==> src/rtl/ir_nec_pkg.sv <==
// Shared definitions for the NEC IR transmitter: FSM states, frame size,
// default protocol timings in microseconds and small frame helpers.
package ir_nec_pkg;

  typedef enum logic [2:0] {
    ST_IDLE      = 3'd0,
    ST_LEAD      = 3'd1,
    ST_SPACE     = 3'd2,
    ST_RSPACE    = 3'd3,
    ST_BIT_MARK  = 3'd4,
    ST_BIT_SPACE = 3'd5,
    ST_STOP      = 3'd6,
    ST_GAP       = 3'd7
  } nec_state_e;

  localparam int NEC_FRAME_BITS = 32;

  localparam int NEC_LEAD_US      = 9000;
  localparam int NEC_SPACE_US     = 4500;
  localparam int NEC_RPT_SPACE_US = 2250;
  localparam int NEC_BIT_US       = 560;
  localparam int NEC_ONE_US       = 1690;
  localparam int NEC_GAP_US       = 40000;
  localparam int NEC_CARRIER_HZ   = 38000;

  // States that drive a mark (line low) on the demodulated output.
  function automatic logic nec_is_mark(input nec_state_e st);
    logic mark;
    case (st)
      ST_LEAD, ST_BIT_MARK, ST_STOP: mark = 1'b1;
      default:                       mark = 1'b0;
    endcase
    return mark;
  endfunction

  // Frame word sent LSB first: addr, ~addr, data, ~data.
  function automatic logic [31:0] nec_frame(input logic [7:0] a, input logic [7:0] d);
    return {~d, d, ~a, a};
  endfunction

endpackage

==> src/rtl/ir_us_tick.sv <==
// Microsecond strobe generator: divides clk by CLK_FREQ/1_000_000.
// A synchronous clr restarts the phase so a duration measured from clr
// is an exact multiple of the divider.
module ir_us_tick #(
  parameter int CLK_FREQ = 50_000_000
) (
  input  logic clk,
  input  logic rstn,
  input  logic clr,
  output logic tick
);

  localparam int DIV = CLK_FREQ / 1_000_000;
  localparam int PW  = (DIV > 1) ? $clog2(DIV) : 1;
  localparam logic [PW-1:0] LAST     = PW'(DIV - 1);
  localparam logic          TICK_RST = (DIV == 1);

  logic [PW-1:0] cnt_r;
  logic [PW-1:0] cnt_nxt_s;
  logic          tick_r;

  // Next prescaler value: restart on clr, wrap at the last phase.
  always_comb begin
    cnt_nxt_s = {PW{1'b0}};
    if (clr) begin
      cnt_nxt_s = {PW{1'b0}};
    end else if (cnt_r == LAST) begin
      cnt_nxt_s = {PW{1'b0}};
    end else begin
      cnt_nxt_s = cnt_r + PW'(1);
    end
  end

  // Prescaler register and registered strobe (high while the counter sits on its last phase).
  always_ff @(posedge clk or negedge rstn) begin
    if (!rstn) begin
      cnt_r  <= {PW{1'b0}};
      tick_r <= TICK_RST;
    end else begin
      cnt_r  <= cnt_nxt_s;
      tick_r <= (cnt_nxt_s == LAST);
    end
  end

  assign tick = tick_r;

endmodule

==> src/rtl/ir_nec_tx.sv <==
// NEC IR frame generator. remote_out is the demodulated level (idle 1,
// mark 0). Optional macro IR_CARRIER_EN adds carrier_out, the modulated
// carrier gated by the marks.
module ir_nec_tx
  import ir_nec_pkg::*;
#(
  parameter int CLK_FREQ     = 50_000_000,
  parameter int LEAD_US      = NEC_LEAD_US,
  parameter int SPACE_US     = NEC_SPACE_US,
  parameter int RPT_SPACE_US = NEC_RPT_SPACE_US,
  parameter int BIT_US       = NEC_BIT_US,
  parameter int ONE_US       = NEC_ONE_US,
  parameter int GAP_US       = NEC_GAP_US
`ifdef IR_CARRIER_EN
  ,
  parameter int CARRIER_HZ   = NEC_CARRIER_HZ
`endif
) (
  input  logic       clk,
  input  logic       rstn,
  input  logic       send_en,
  input  logic       repeat_req,
  input  logic [7:0] addr,
  input  logic [7:0] data,
  output logic       busy,
  output logic       done,
  output logic       remote_out
`ifdef IR_CARRIER_EN
  ,
  output logic       carrier_out
`endif
);

  // Counter must hold the longest state duration (gap or leader at defaults).
  localparam int US_MAX = (GAP_US > LEAD_US) ? GAP_US : LEAD_US;
  localparam int US_W   = $clog2(US_MAX + 1);

  localparam logic [US_W-1:0] LEAD_M1 = US_W'(LEAD_US - 1);
  localparam logic [US_W-1:0] SPC_M1  = US_W'(SPACE_US - 1);
  localparam logic [US_W-1:0] RPT_M1  = US_W'(RPT_SPACE_US - 1);
  localparam logic [US_W-1:0] BIT_M1  = US_W'(BIT_US - 1);
  localparam logic [US_W-1:0] ONE_M1  = US_W'(ONE_US - 1);
  localparam logic [US_W-1:0] GAP_M1  = US_W'(GAP_US - 1);
  localparam logic [4:0]      LAST_BIT = 5'(NEC_FRAME_BITS - 1);

  nec_state_e      state_r, state_nxt_s;
  logic [US_W-1:0] us_r;
  logic [US_W-1:0] dur_m1_s;
  logic [31:0]     shift_r;
  logic [4:0]      bit_idx_r;
  logic            rpt_r;
  logic            ent_r;
  logic            remote_out_r;
  logic            busy_r;
  logic            done_r;
  logic            tick_s;
  logic            accept_s;
  logic            end_s;
  logic            clr_s;

  assign accept_s = (state_r == ST_IDLE) && !busy_r && (send_en || repeat_req);
  assign end_s    = tick_s && (state_r != ST_IDLE) && (us_r == dur_m1_s);
  // Every state change restarts the microsecond phase and count.
  assign clr_s    = accept_s || end_s;

  ir_us_tick #(.CLK_FREQ(CLK_FREQ)) u_tick (
    .clk  (clk),
    .rstn (rstn),
    .clr  (clr_s),
    .tick (tick_s)
  );

  // Duration of the current state, minus one, in microseconds.
  always_comb begin
    dur_m1_s = {US_W{1'b0}};
    case (state_r)
      ST_LEAD:      dur_m1_s = LEAD_M1;
      ST_SPACE:     dur_m1_s = SPC_M1;
      ST_RSPACE:    dur_m1_s = RPT_M1;
      ST_BIT_MARK:  dur_m1_s = BIT_M1;
      ST_BIT_SPACE: dur_m1_s = shift_r[0] ? ONE_M1 : BIT_M1;
      ST_STOP:      dur_m1_s = BIT_M1;
      ST_GAP:       dur_m1_s = GAP_M1;
      default:      dur_m1_s = {US_W{1'b0}};
    endcase
  end

  // Next-state selection; every non-idle state advances when its duration expires.
  always_comb begin
    state_nxt_s = state_r;
    case (state_r)
      ST_IDLE: begin
        if (accept_s) state_nxt_s = ST_LEAD;
        else          state_nxt_s = ST_IDLE;
      end
      ST_LEAD: begin
        if (end_s) state_nxt_s = rpt_r ? ST_RSPACE : ST_SPACE;
        else       state_nxt_s = ST_LEAD;
      end
      ST_SPACE: begin
        if (end_s) state_nxt_s = ST_BIT_MARK;
        else       state_nxt_s = ST_SPACE;
      end
      ST_BIT_MARK: begin
        if (end_s) state_nxt_s = ST_BIT_SPACE;
        else       state_nxt_s = ST_BIT_MARK;
      end
      ST_BIT_SPACE: begin
        if (end_s) state_nxt_s = (bit_idx_r == LAST_BIT) ? ST_STOP : ST_BIT_MARK;
        else       state_nxt_s = ST_BIT_SPACE;
      end
      ST_RSPACE: begin
        if (end_s) state_nxt_s = ST_STOP;
        else       state_nxt_s = ST_RSPACE;
      end
      ST_STOP: begin
        if (end_s) state_nxt_s = ST_GAP;
        else       state_nxt_s = ST_STOP;
      end
      ST_GAP: begin
        if (end_s) state_nxt_s = ST_IDLE;
        else       state_nxt_s = ST_GAP;
      end
      default: state_nxt_s = ST_IDLE;
    endcase
  end

  // FSM state, microsecond counter, frame shift register and bit index.
  always_ff @(posedge clk or negedge rstn) begin
    if (!rstn) begin
      state_r   <= ST_IDLE;
      us_r      <= {US_W{1'b0}};
      shift_r   <= 32'd0;
      bit_idx_r <= 5'd0;
      rpt_r     <= 1'b0;
      ent_r     <= 1'b0;
    end else begin
      state_r <= state_nxt_s;
      ent_r   <= clr_s;
      if (clr_s) begin
        us_r <= {US_W{1'b0}};
      end else if (tick_s && (state_r != ST_IDLE)) begin
        us_r <= us_r + US_W'(1);
      end
      if (accept_s) begin
        // send_en wins over a simultaneous repeat request.
        shift_r <= nec_frame(addr, data);
        rpt_r   <= !send_en;
      end else if ((state_r == ST_BIT_SPACE) && end_s) begin
        shift_r   <= {1'b0, shift_r[31:1]};
        bit_idx_r <= bit_idx_r + 5'd1;
      end else if ((state_r == ST_SPACE) && end_s) begin
        bit_idx_r <= 5'd0;
      end
    end
  end

  // Registered outputs; the line follows the state one clock later, done marks the stop-mark rise.
  always_ff @(posedge clk or negedge rstn) begin
    if (!rstn) begin
      remote_out_r <= 1'b1;
      busy_r       <= 1'b0;
      done_r       <= 1'b0;
    end else begin
      remote_out_r <= !nec_is_mark(state_r);
      busy_r       <= accept_s || (state_r != ST_IDLE);
      done_r       <= ent_r && (state_r == ST_GAP);
    end
  end

  assign remote_out = remote_out_r;
  assign busy       = busy_r;
  assign done       = done_r;

`ifdef IR_CARRIER_EN
  localparam int CAR_HALF = CLK_FREQ / (2 * CARRIER_HZ);
  localparam int CAR_W    = (CAR_HALF > 1) ? $clog2(CAR_HALF) : 1;
  localparam logic [CAR_W-1:0] CAR_LAST = CAR_W'(CAR_HALF - 1);

  logic [CAR_W-1:0] car_cnt_r;
  logic             carrier_r;

  // Carrier square wave during marks; phase restarts high at every mark start.
  always_ff @(posedge clk or negedge rstn) begin
    if (!rstn) begin
      car_cnt_r <= {CAR_W{1'b0}};
      carrier_r <= 1'b0;
    end else if (!nec_is_mark(state_r)) begin
      car_cnt_r <= {CAR_W{1'b0}};
      carrier_r <= 1'b0;
    end else if (remote_out_r) begin
      car_cnt_r <= {CAR_W{1'b0}};
      carrier_r <= 1'b1;
    end else if (car_cnt_r == CAR_LAST) begin
      car_cnt_r <= {CAR_W{1'b0}};
      carrier_r <= !carrier_r;
    end else begin
      car_cnt_r <= car_cnt_r + CAR_W'(1);
      carrier_r <= carrier_r;
    end
  end

  assign carrier_out = carrier_r;
`endif

endmodule

==> config.mk <==
export PLATFORM = sky130hd
export DESIGN_NAME = ir_nec_tx
export DESIGN_NICKNAME = d
export VERILOG_FILES = /design/src/rtl/ir_nec_pkg.sv /design/src/rtl/ir_us_tick.sv /design/src/rtl/ir_nec_tx.sv
export SDC_FILE = /design/constraint.sdc
export NUM_CORES = 1
export LEC_CHECK = 0
export CAP_MARGIN = 0
export CORE_MARGIN = 2
export CORE_UTILIZATION = 43
export DETAILED_ROUTE_END_ITERATION = 6
export GPL_ROUTABILITY_DRIVEN = 0
export PLACE_DENSITY_LB_ADDON = 0.08
export SLEW_MARGIN = 10
export SYNTH_ARGS = -nofsm -noshare
export SYNTH_HDL_FRONTEND = slang
export SYNTH_HIERARCHICAL = 1
export SYNTH_SLANG_ARGS = --single-unit
==> constraint.sdc <==
create_clock -name clk -period 7.7 [get_ports clk]
set_clock_uncertainty 0.1 [all_clocks]
set_input_delay 1.54 -clock clk [delete_from_list [all_inputs] [get_ports clk]]
set_output_delay 1.54 -clock clk [all_outputs]
set_load 0.1 [all_outputs]
==> results.sh, run 1 <==
export IMPL_final_antenna_net_count=0
export IMPL_grt_overflow=0
export IMPL_cts_setup_buffers=0
export IMPL_yosys_area_top_type="dfrtp_1"
export IMPL_pin_count=23
export IMPL_path_clk_slew_ns=0.07
export IMPL_cts_max_path_buffers=2
export IMPL_worst_path_max_delay_cell="dfrtp_1"
export IMPL_synth_ff_type="dfrtp_1"
export IMPL_nFillCells=843
export IMPL_fin_nets=440
export IMPL_antenna_found_initial=0
export IMPL_chipWidth_um=99.9
export IMPL_period_needed_ns=3.93
export IMPL_first_global_vias=2828
export IMPL_maxSlewViolCount=0
export IMPL_yosysMostFrequentCell="nand2_1"
export IMPL_synth_seq_cells=68
export IMPL_dpl_cell_area_um2=4210
export IMPL_dp_hpwl_um=5320
export IMPL_tritoncts="built"
export IMPL_path_buf_inv=1
export IMPL_areaGrowthSynthToFinish_pct=11.3
export IMPL_gr_usage_all_layers_pct=17.5
export IMPL_crit_fanout=30
export IMPL_cp_top_family="simple AND/OR/NAND/NOR gates"
export IMPL_setup_violations_final=0
export IMPL_fin_crit_sh_pct=51.0
export IMPL_timing_hold_ws_ns=0.406
export IMPL_synth_warnings=6
export IMPL_synth_top_area_share_pct=42.4
export IMPL_totalWireLength_um=8120
export IMPL_ctsResizeCount=0
export IMPL_firstDrtPassIters=5
export IMPL_synth_cell_types=64
export IMPL_wire_per_inst_um=15.4
export IMPL_cts_inserted_buffers=9
export IMPL_chipHeight_um=99.9
export IMPL_synth_edf_count=0
export IMPL_syn_area_um2=3950
export IMPL_synth_nets=426
export IMPL_finalPower_w=0.00101
export IMPL_utilization_pct=49.9
export IMPL_grt_pass1_wl_um=14000
export IMPL_ys_seq_area_share_pct=43.1
export IMPL_h_tree_depth=3
export IMPL_required_ns=7.81
export IMPL_rsz0062_at_grt="false"
export IMPL_antennaDiodeCount=0
export IMPL_path_class="reg -> reg"
export IMPL_worst_hold_path_type="reg -> reg"
export IMPL_relSlewSlack_pct=31.1
export IMPL_fp_coreArea_um2=8810
export IMPL_critPathArrivalTime_ns=4.05
export IMPL_drive_gt1_share_pct=16.2
export IMPL_ir_worst_vdd_mv=0.111
export IMPL_hold_viol_final=0
export IMPL_netlist_top_cells_area="dfrtp_1 42%, mux2_4 11%, nand2_1 7.2%, nor2_1 3.5%, xnor2_1 2.9%"
export IMPL_p_per_area_nw_per_um2=231
export IMPL_synth_common_cells="76 x nand2_1, 67 x dfrtp_1, 37 x nor2_1"
export IMPL_critPathMaxStageDelay_ns=0.93
export IMPL_fin_area_um2=4400
export IMPL_port_buffers=22
export IMPL_p_leak_nw=2.07
export IMPL_dieArea_um2=9970
export IMPL_cts_hold_buf=0
export IMPL_clock_latency_ns=0.33
export IMPL_drt_iter0_drc=222
export IMPL_start_kind="flip-flop"
export IMPL_maxCapViolCount=0
export IMPL_syn_inst=401
export IMPL_start_util_pct=44.9
export IMPL_clock_sinks=68
export IMPL_synth_avg_cell_area_um2=9.85
export IMPL_status="finished clean"
export IMPL_drc=0
export IMPL_end_kind="flip-flop"
export IMPL_grt_max_degree=69
export IMPL_worst_pin_slew_ns=1.03
export IMPL_cts_root_buf="clkbuf_8"
export IMPL_fmax_ghz=0.254
export IMPL_synthArstFlopShare_pct=100
export IMPL_setup_tns_ns=0
export IMPL_routed_via_count=2882
export IMPL_viasPerCell=5.46
export IMPL_crit_chain="nand2b_1 > a21o_1 > a2111o_1 > nor2_1 > a31oi_4 > buf_4 > mux2_4"
export IMPL_row_count=34
## area by class of cell
| class | instances | area, um^2 | area share [%] |
|---|---|---|---|
| clock inverters | 5 | 52.6 | 1.20 |
| repair buffers | 28 | 260 | 5.92 |
| clock buffers | 11 | 131 | 2.99 |
| flip-flops and latches | 68 | 1700 | 38.7 |
| inverters | 10 | 37.5 | 0.854 |
| well taps | 108 | 135 | 3.07 |
| multi-input cells | 298 | 2080 | 47.2 |
## layout by cell type, fill, tap and decap left out, drive strengths merged, types with 10 or more instances in the layout
cell,Yosys,layout
nand2,76,76
dfrtp,67,67
nor2,37,37
mux2,31,31
o21ai,22,22
clkdlybuf4s50,0,21
xnor2,13,13
clkbuf,9,11
inv,10,10
nand3,10,10
## worst paths after layout
| check | startpoint | endpoint | slack (ns) | depth (start not counted) |
|---|---|---|---|---|
| max | state_r[1]$_DFF_PN0_ | shift_r[24]$_DFFE_PN0P_ | 3.77 | 7 |
| max in group asynchronous | rstn | state_r[2]$_DFF_PN0_ | 5.63 | 2 |
| min | ent_r$_DFF_PN0_ | done$_DFF_PN0_ | 0.41 | 2 |
| min in group asynchronous | rstn | shift_r[29]$_DFFE_PN0P_ | 1.29 | 2 |
| min reg2reg | ent_r$_DFF_PN0_ | done$_DFF_PN0_ | 0.41 | 2 |
| max reg2reg | state_r[1]$_DFF_PN0_ | shift_r[24]$_DFFE_PN0P_ | 3.77 | 7 |
## kinds of logic (layout without fill, tap and decap cells)
| logic type | Yosys count | after routing | share of synthesized area, % |
|---|---|---|---|
| buffers and inverters | 35 | 54 | 4.78 |
| XOR/XNOR | 21 | 21 | 4.65 |
| AND/OR/NAND/NOR | 173 | 173 | 21.2 |
| AO/OA/AOI/OAI | 65 | 65 | 12.3 |
| flip-flops | 68 | 68 | 43.1 |
| multiplexers | 34 | 34 | 12.4 |
| adder cells (fa/ha/maj) | 5 | 5 | 1.58 |
## power by group
group | internal, W | switching (W) | leakage (nW)
Sequential | 0.000433 | 0.0000588 | 0.894
Combinational | 0.000137 | 0.000106 | 1.08
Clock | 0.000148 | 0.000132 | 0.0931
## flip-flops by register name, summed over array words and instances, names as in the netlist
| signal | flops |
|---|---|
| shift_r | 32 |
| bit_idx_r | 5 |
| rpt_r | 1 |
| remote_out | 1 |
| done | 1 |
| busy | 1 |
| ent_r | 1 |
| state_r | 3 |
| us_r | 16 |
| u_tick/tick | 1 |
| u_tick/cnt_r | 6 |
## routing by layer
layer | wire length (um) | global-route usage [%] | vias up
li1 | - | - | 1427
met1 | 4050 | 24.3 | 1409
met2 | 3750 | 28.3 | 42
met3 | 261 | 3.69 | 4
met4 | 61 | 4.11 | 0
met5 | 0 | 0 | -
## per-stage QoR
step | worst slack [ns] | std cells
floorplan | 4.55 | 401
global route | 3.41 | 528
global placement | 3.88 | 512
finish | 3.77 | 528
CTS | 3.76 | 528
detailed placement | 3.77 | 512
## worst register-to-register path, stage by stage, from the launching register on
cell,delay [ns]
dfrtp_1,0.93
nand2b_1,0.26
a21o_1,0.24
a2111o_1,0.43
nor2_1,0.79
a31oi_4,0.33
buf_4,0.38
mux2_4,0.36
Power figures use the tool's default switching activity.
==> run 2: changes to the inputs <==
- clock period: 7.7 -> 3.2 ns (I/O delays scaled with it)
==> results.sh, run 2 (synthesis gave the netlist of run 1 again) <==
export IMPL_relSlewSlack_pct=52.4
export IMPL_maxCapViolCount=0
export IMPL_cts_max_path_buffers=2
export IMPL_fin_nets=449
export IMPL_viasPerCell=5.39
export IMPL_mostFrequentLayoutCell="nand2_1"
export IMPL_dp_slack_ns=0.444
export IMPL_row_count=34
export IMPL_path_clk_slew_ns=0.08
export IMPL_crit_chain="or3b_1 > and3_4 > a2111oi_4 > and4_4 > a31oi_4 > buf_12 > mux2_4"
export IMPL_routed_via_count=2893
export IMPL_busiest_layer="met2"
export IMPL_port_buffers=22
export IMPL_areaGrowthSynthToFinish_pct=14.4
export IMPL_largest_reg_flops=32
export IMPL_end_kind="flip-flop"
export IMPL_top_register="shift_r"
export IMPL_crit_cells=7
export IMPL_grt_use_met3_pct=3.83
export IMPL_critPathMaxStageDelay_ns=0.55
export IMPL_fin_crit_sh_pct=87.1
export IMPL_dp_cells=521
export IMPL_cts_inserted_buffers=9
export IMPL_wire_per_inst_um=15.3
export IMPL_rsz0062_at_grt="false"
export IMPL_p_leak_nw=2.14
export IMPL_crit_fanout=30
export IMPL_cp_top_family="simple AND/OR/NAND/NOR gates"
export IMPL_worst_pin_slew_ns=0.714
export IMPL_p_per_area_nw_per_um2=570
export IMPL_fp_coreArea_um2=8810
export IMPL_clock_sinks=68
export IMPL_worst_hold_path_type="in -> async"
export IMPL_period_needed_ns=2.79
export IMPL_ctsResizeCount=0
export IMPL_hold_viol_final=0
export IMPL_r2r_cells=7
export IMPL_worst_path_max_delay_cell="dfrtp_1"
export IMPL_first_global_vias=2932
export IMPL_drc=0
export IMPL_grt_use_met2_pct=28.0
export IMPL_setup_violations_final=0
export IMPL_critPathArrivalTime_ns=2.91
export IMPL_final_antenna_net_count=0
export IMPL_ir_worst_vdd_mv=0.235
export IMPL_use_met1_pct=24.8
export IMPL_drive_gt1_share_pct=19.1
export IMPL_totalWireLength_um=8210
export IMPL_final_seq_area_um2=1700
export IMPL_nFillCells=833
export IMPL_path_class="reg -> reg"
export IMPL_timing_hold_ws_ns=0.246
export IMPL_cts_setup_buffers=0
export IMPL_antenna_found_initial=0
export IMPL_cts_hold_buf=0
export IMPL_multi_input_area_um2=2080
export IMPL_drt_iter0_drc=140
export IMPL_grt_max_degree=48
export IMPL_chipHeight_um=99.9
export IMPL_start_kind="flip-flop"
export IMPL_finalNonFillerCells=537
export IMPL_grt_pass1_wl_um=14300
export IMPL_reg_largest_list="shift_r (32), us_r (16), u_tick/cnt_r (6)"
export IMPL_required_ns=3.32
export IMPL_pin_count=23
export IMPL_dp_hpwl_um=5580
export IMPL_start_util_pct=44.9
export IMPL_h_tree_depth=3
export IMPL_fin_ws_ns=0.412
export IMPL_antennaDiodeCount=0
export IMPL_fmax_ghz=0.359
export IMPL_setup_tns_ns=0
export IMPL_cts_root_buf="clkbuf_8"
export IMPL_r2r_start="state_r[1]$_DFF_PN0_"
export IMPL_firstDrtPassIters=4
export IMPL_gr_usage_all_layers_pct=17.8
export IMPL_reg2reg_to="shift_r[2]$_DFFE_PN0P_"
export IMPL_ff2ff_setup_slack_ns=0.41
export IMPL_layout_common_cells="76 x nand2_1, 67 x dfrtp_1, 37 x nor2_1"
export IMPL_grt_overflow=0
export IMPL_finalPower_w=0.00258
export IMPL_clock_latency_ns=0.34
export IMPL_status="finished clean"
export IMPL_chipWidth_um=99.9
export IMPL_dieArea_um2=9970
export IMPL_path_buf_inv=1
export IMPL_tritoncts="built"
export IMPL_maxSlewViolCount=0
==> run 2: cell count changes in the layout (fill, tap and decap cells not counted), sizes merged <==
cell,delta
buf,+12
bufinv,+1
clkbuf,-1
clkdlybuf4s50,-3
clkinv,-1
inv,+1
==> run 2: worst max path at each step <==
stage	from	to
2_1_floorplan	state_r[2]$_DFF_PN0_	u_tick/tick$_DFF_PN0_
3_3_place_gp	send_en	shift_r[24]$_DFFE_PN0P_
3_5_place_dp	state_r[1]$_DFF_PN0_	shift_r[4]$_DFFE_PN0P_
4_1_cts	state_r[1]$_DFF_PN0_	shift_r[2]$_DFFE_PN0P_
5_1_grt	state_r[1]$_DFF_PN0_	bit_idx_r[0]$_DFFE_PN0P_
6_report	state_r[1]$_DFF_PN0_	shift_r[2]$_DFFE_PN0P_
==> run 2: cell type report <==
class | instances | share of cell area [%]
clock buffer | 10 | 3.04
inverter | 10 | 0.830
tap | 108 | 2.99
timing repair buffer | 37 | 7.64
multi-input combinational | 298 | 45.9
sequential | 68 | 37.7
clock inverter | 6 | 1.91
==> run 2: through the flow <==
step,instance area [um^2],util (%)
finish,4520,51.3
global route,4520,51.3
CTS,4520,51.3
detailed placement,4300,48.8
global placement,4300,48.8
floorplan,3950,-
==> run 2: routing by layer <==
layer / vias to the layer above / wire length [um]
li1: 1437 / -
met1: 1405 / 4090
met2: 43 / 3790
met3: 8 / 250
met4: 0 / 81
met5: - / 0
==> run 2: worst reg2reg max path, cell delays in order (launching register included) <==
cell and delay [ns]:
dfrtp_1 0.55, or3b_1 0.45, and3_4 0.21, a2111oi_4 0.31, and4_4 0.39, a31oi_4 0.12, buf_12 0.22, mux2_4 0.33
==> run 2: where the power goes <==
group | total (W) | switching (W) | internal [W]
logic | 0.000590 | 0.000257 | 0.000333
registers | 0.00118 | 0.000141 | 0.00104
clock network | 0.000804 | 0.000344 | 0.000460
==> run 3: changes to the inputs <==
- PLACE_DENSITY_LB_ADDON: 0.08 -> not set
==> results.sh, run 3 (synthesis gave the netlist of run 1 again) <==
export IMPL_layout_common_cells="76 x nand2_1, 67 x dfrtp_1, 37 x nor2_1"
export IMPL_cts_hold_buf=0
export IMPL_dp_slack_ns=0.446
export IMPL_hold_viol_final=0
export IMPL_worst_pin_slew_ns=0.787
export IMPL_wire_per_inst_um=15.5
export IMPL_largest_reg_flops=32
export IMPL_fin_nets=448
export IMPL_fmax_ghz=0.360
export IMPL_required_ns=3.29
export IMPL_grt_max_degree=49
export IMPL_port_buffers=22
export IMPL_mostFrequentLayoutCell="nand2_1"
export IMPL_tritoncts="built"
export IMPL_dieArea_um2=9970
export IMPL_areaGrowthSynthToFinish_pct=13.8
export IMPL_grt_overflow=0
export IMPL_ctsResizeCount=0
export IMPL_pin_count=23
export IMPL_worst_path_max_delay_cell="dfrtp_1"
export IMPL_fin_ws_ns=0.422
export IMPL_totalWireLength_um=8320
export IMPL_clock_latency_ns=0.34
export IMPL_dp_hpwl_um=5660
export IMPL_setup_violations_final=0
export IMPL_maxSlewViolCount=0
export IMPL_p_leak_nw=2.13
export IMPL_p_per_area_nw_per_um2=550
export IMPL_chipWidth_um=99.9
export IMPL_fp_coreArea_um2=8810
export IMPL_antennaDiodeCount=0
export IMPL_drive_gt1_share_pct=18.7
export IMPL_antenna_found_initial=0
export IMPL_start_kind="flip-flop"
export IMPL_cts_setup_buffers=0
export IMPL_rsz0062_at_grt="false"
export IMPL_critPathArrivalTime_ns=2.87
export IMPL_gr_usage_all_layers_pct=18.1
export IMPL_crit_cells=6
export IMPL_grt_pass1_wl_um=14300
export IMPL_row_count=34
export IMPL_setup_tns_ns=0
export IMPL_maxCapViolCount=0
export IMPL_reg_largest_list="shift_r (32), us_r (16), u_tick/cnt_r (6)"
export IMPL_chipHeight_um=99.9
export IMPL_path_clk_slew_ns=0.08
export IMPL_crit_fanout=21
export IMPL_path_class="reg -> reg"
export IMPL_ir_worst_vdd_mv=0.276
export IMPL_first_global_vias=2926
export IMPL_r2r_cells=6
export IMPL_end_kind="flip-flop"
export IMPL_routed_via_count=2928
export IMPL_drc=0
export IMPL_drt_iter0_drc=142
export IMPL_relSlewSlack_pct=47.5
export IMPL_viasPerCell=5.46
export IMPL_period_needed_ns=2.78
export IMPL_cp_top_family="simple AND/OR/NAND/NOR gates"
export IMPL_firstDrtPassIters=4
export IMPL_h_tree_depth=3
export IMPL_fin_crit_sh_pct=86.8
export IMPL_final_antenna_net_count=0
export IMPL_crit_chain="nand2_1 > o21bai_1 > a2111o_1 > or2_1 > nor3_1 > a2111oi_0"
export IMPL_path_buf_inv=0
export IMPL_clock_sinks=68
export IMPL_critPathMaxStageDelay_ns=0.68
export IMPL_status="finished clean"
export IMPL_worst_hold_path_type="in -> async"
export IMPL_top_register="shift_r"
export IMPL_start_util_pct=44.9
export IMPL_cts_max_path_buffers=2
export IMPL_cts_root_buf="clkbuf_8"
export IMPL_cts_inserted_buffers=9
==> run 3: worst paths after layout <==
kind	from	endpoint	slack (ns)
min in group clk	ent_r$_DFF_PN0_	done$_DFF_PN0_	0.37
hold reg to reg	ent_r$_DFF_PN0_	done$_DFF_PN0_	0.37
hold / removal	rstn	bit_idx_r[0]$_DFFE_PN0P_	0.28
setup reg to reg	state_r[2]$_DFF_PN0_	bit_idx_r[0]$_DFFE_PN0P_	0.42
setup / recovery	state_r[2]$_DFF_PN0_	bit_idx_r[0]$_DFFE_PN0P_	0.42
max in group asynchronous	rstn	state_r[2]$_DFF_PN0_	2.05
==> run 3: worst reg2reg max path, cell delays in order, from the launching register on <==
cell       delay [ns]
dfrtp_1          0.68
nand2_1          0.28
o21bai_1         0.23
a2111o_1         0.40
or2_1            0.30
nor3_1           0.50
a2111oi_0        0.15
==> run 3: final cells by class <==
| class | instances | area (um^2) |
|---|---|---|
| clock buffer | 10 | 128 |
| clock inverter | 6 | 65.1 |
| fill | 827 | 4310 |
| inverter | 10 | 37.5 |
| multi-input combinational | 298 | 2080 |
| sequential | 68 | 1700 |
| tap | 108 | 135 |
| timing repair buffer | 36 | 350 |
==> run 3: power breakdown <==
group / total, W / internal (W) / switching (W)
Sequential: 0.00118 / 0.00104 / 0.000137
Combinational: 0.000595 / 0.000337 / 0.000258
Clock: 0.000699 / 0.000360 / 0.000339
Total: 0.00247 / 0.00174 / 0.000734
==> run 3: metrics by stage <==
stage               utilization, %  area (um^2)  power, W  hold slack [ns]  instances
global route                  51.1         4500   0.00265            0.331        536
CTS                           51.1         4500   0.00251            0.299        536
finish                        51.1         4500   0.00247            0.283        536
floorplan                        -         3950   0.00164            0.244        401
detailed placement            48.9         4300   0.00179            0.366        520
global placement              48.9         4300   0.00178            0.364        520
==> run 3: routing by layer <==
metal / vias up / track usage, % / part of all wire (%)
met1: 1427 / 25.2 / 49
li1: 1446 / - / -
met3: 12 / 4.04 / 3.2
met4: 0 / 5.80 / 1.5
met5: - / 0 / 0
met2: 43 / 28.1 / 46
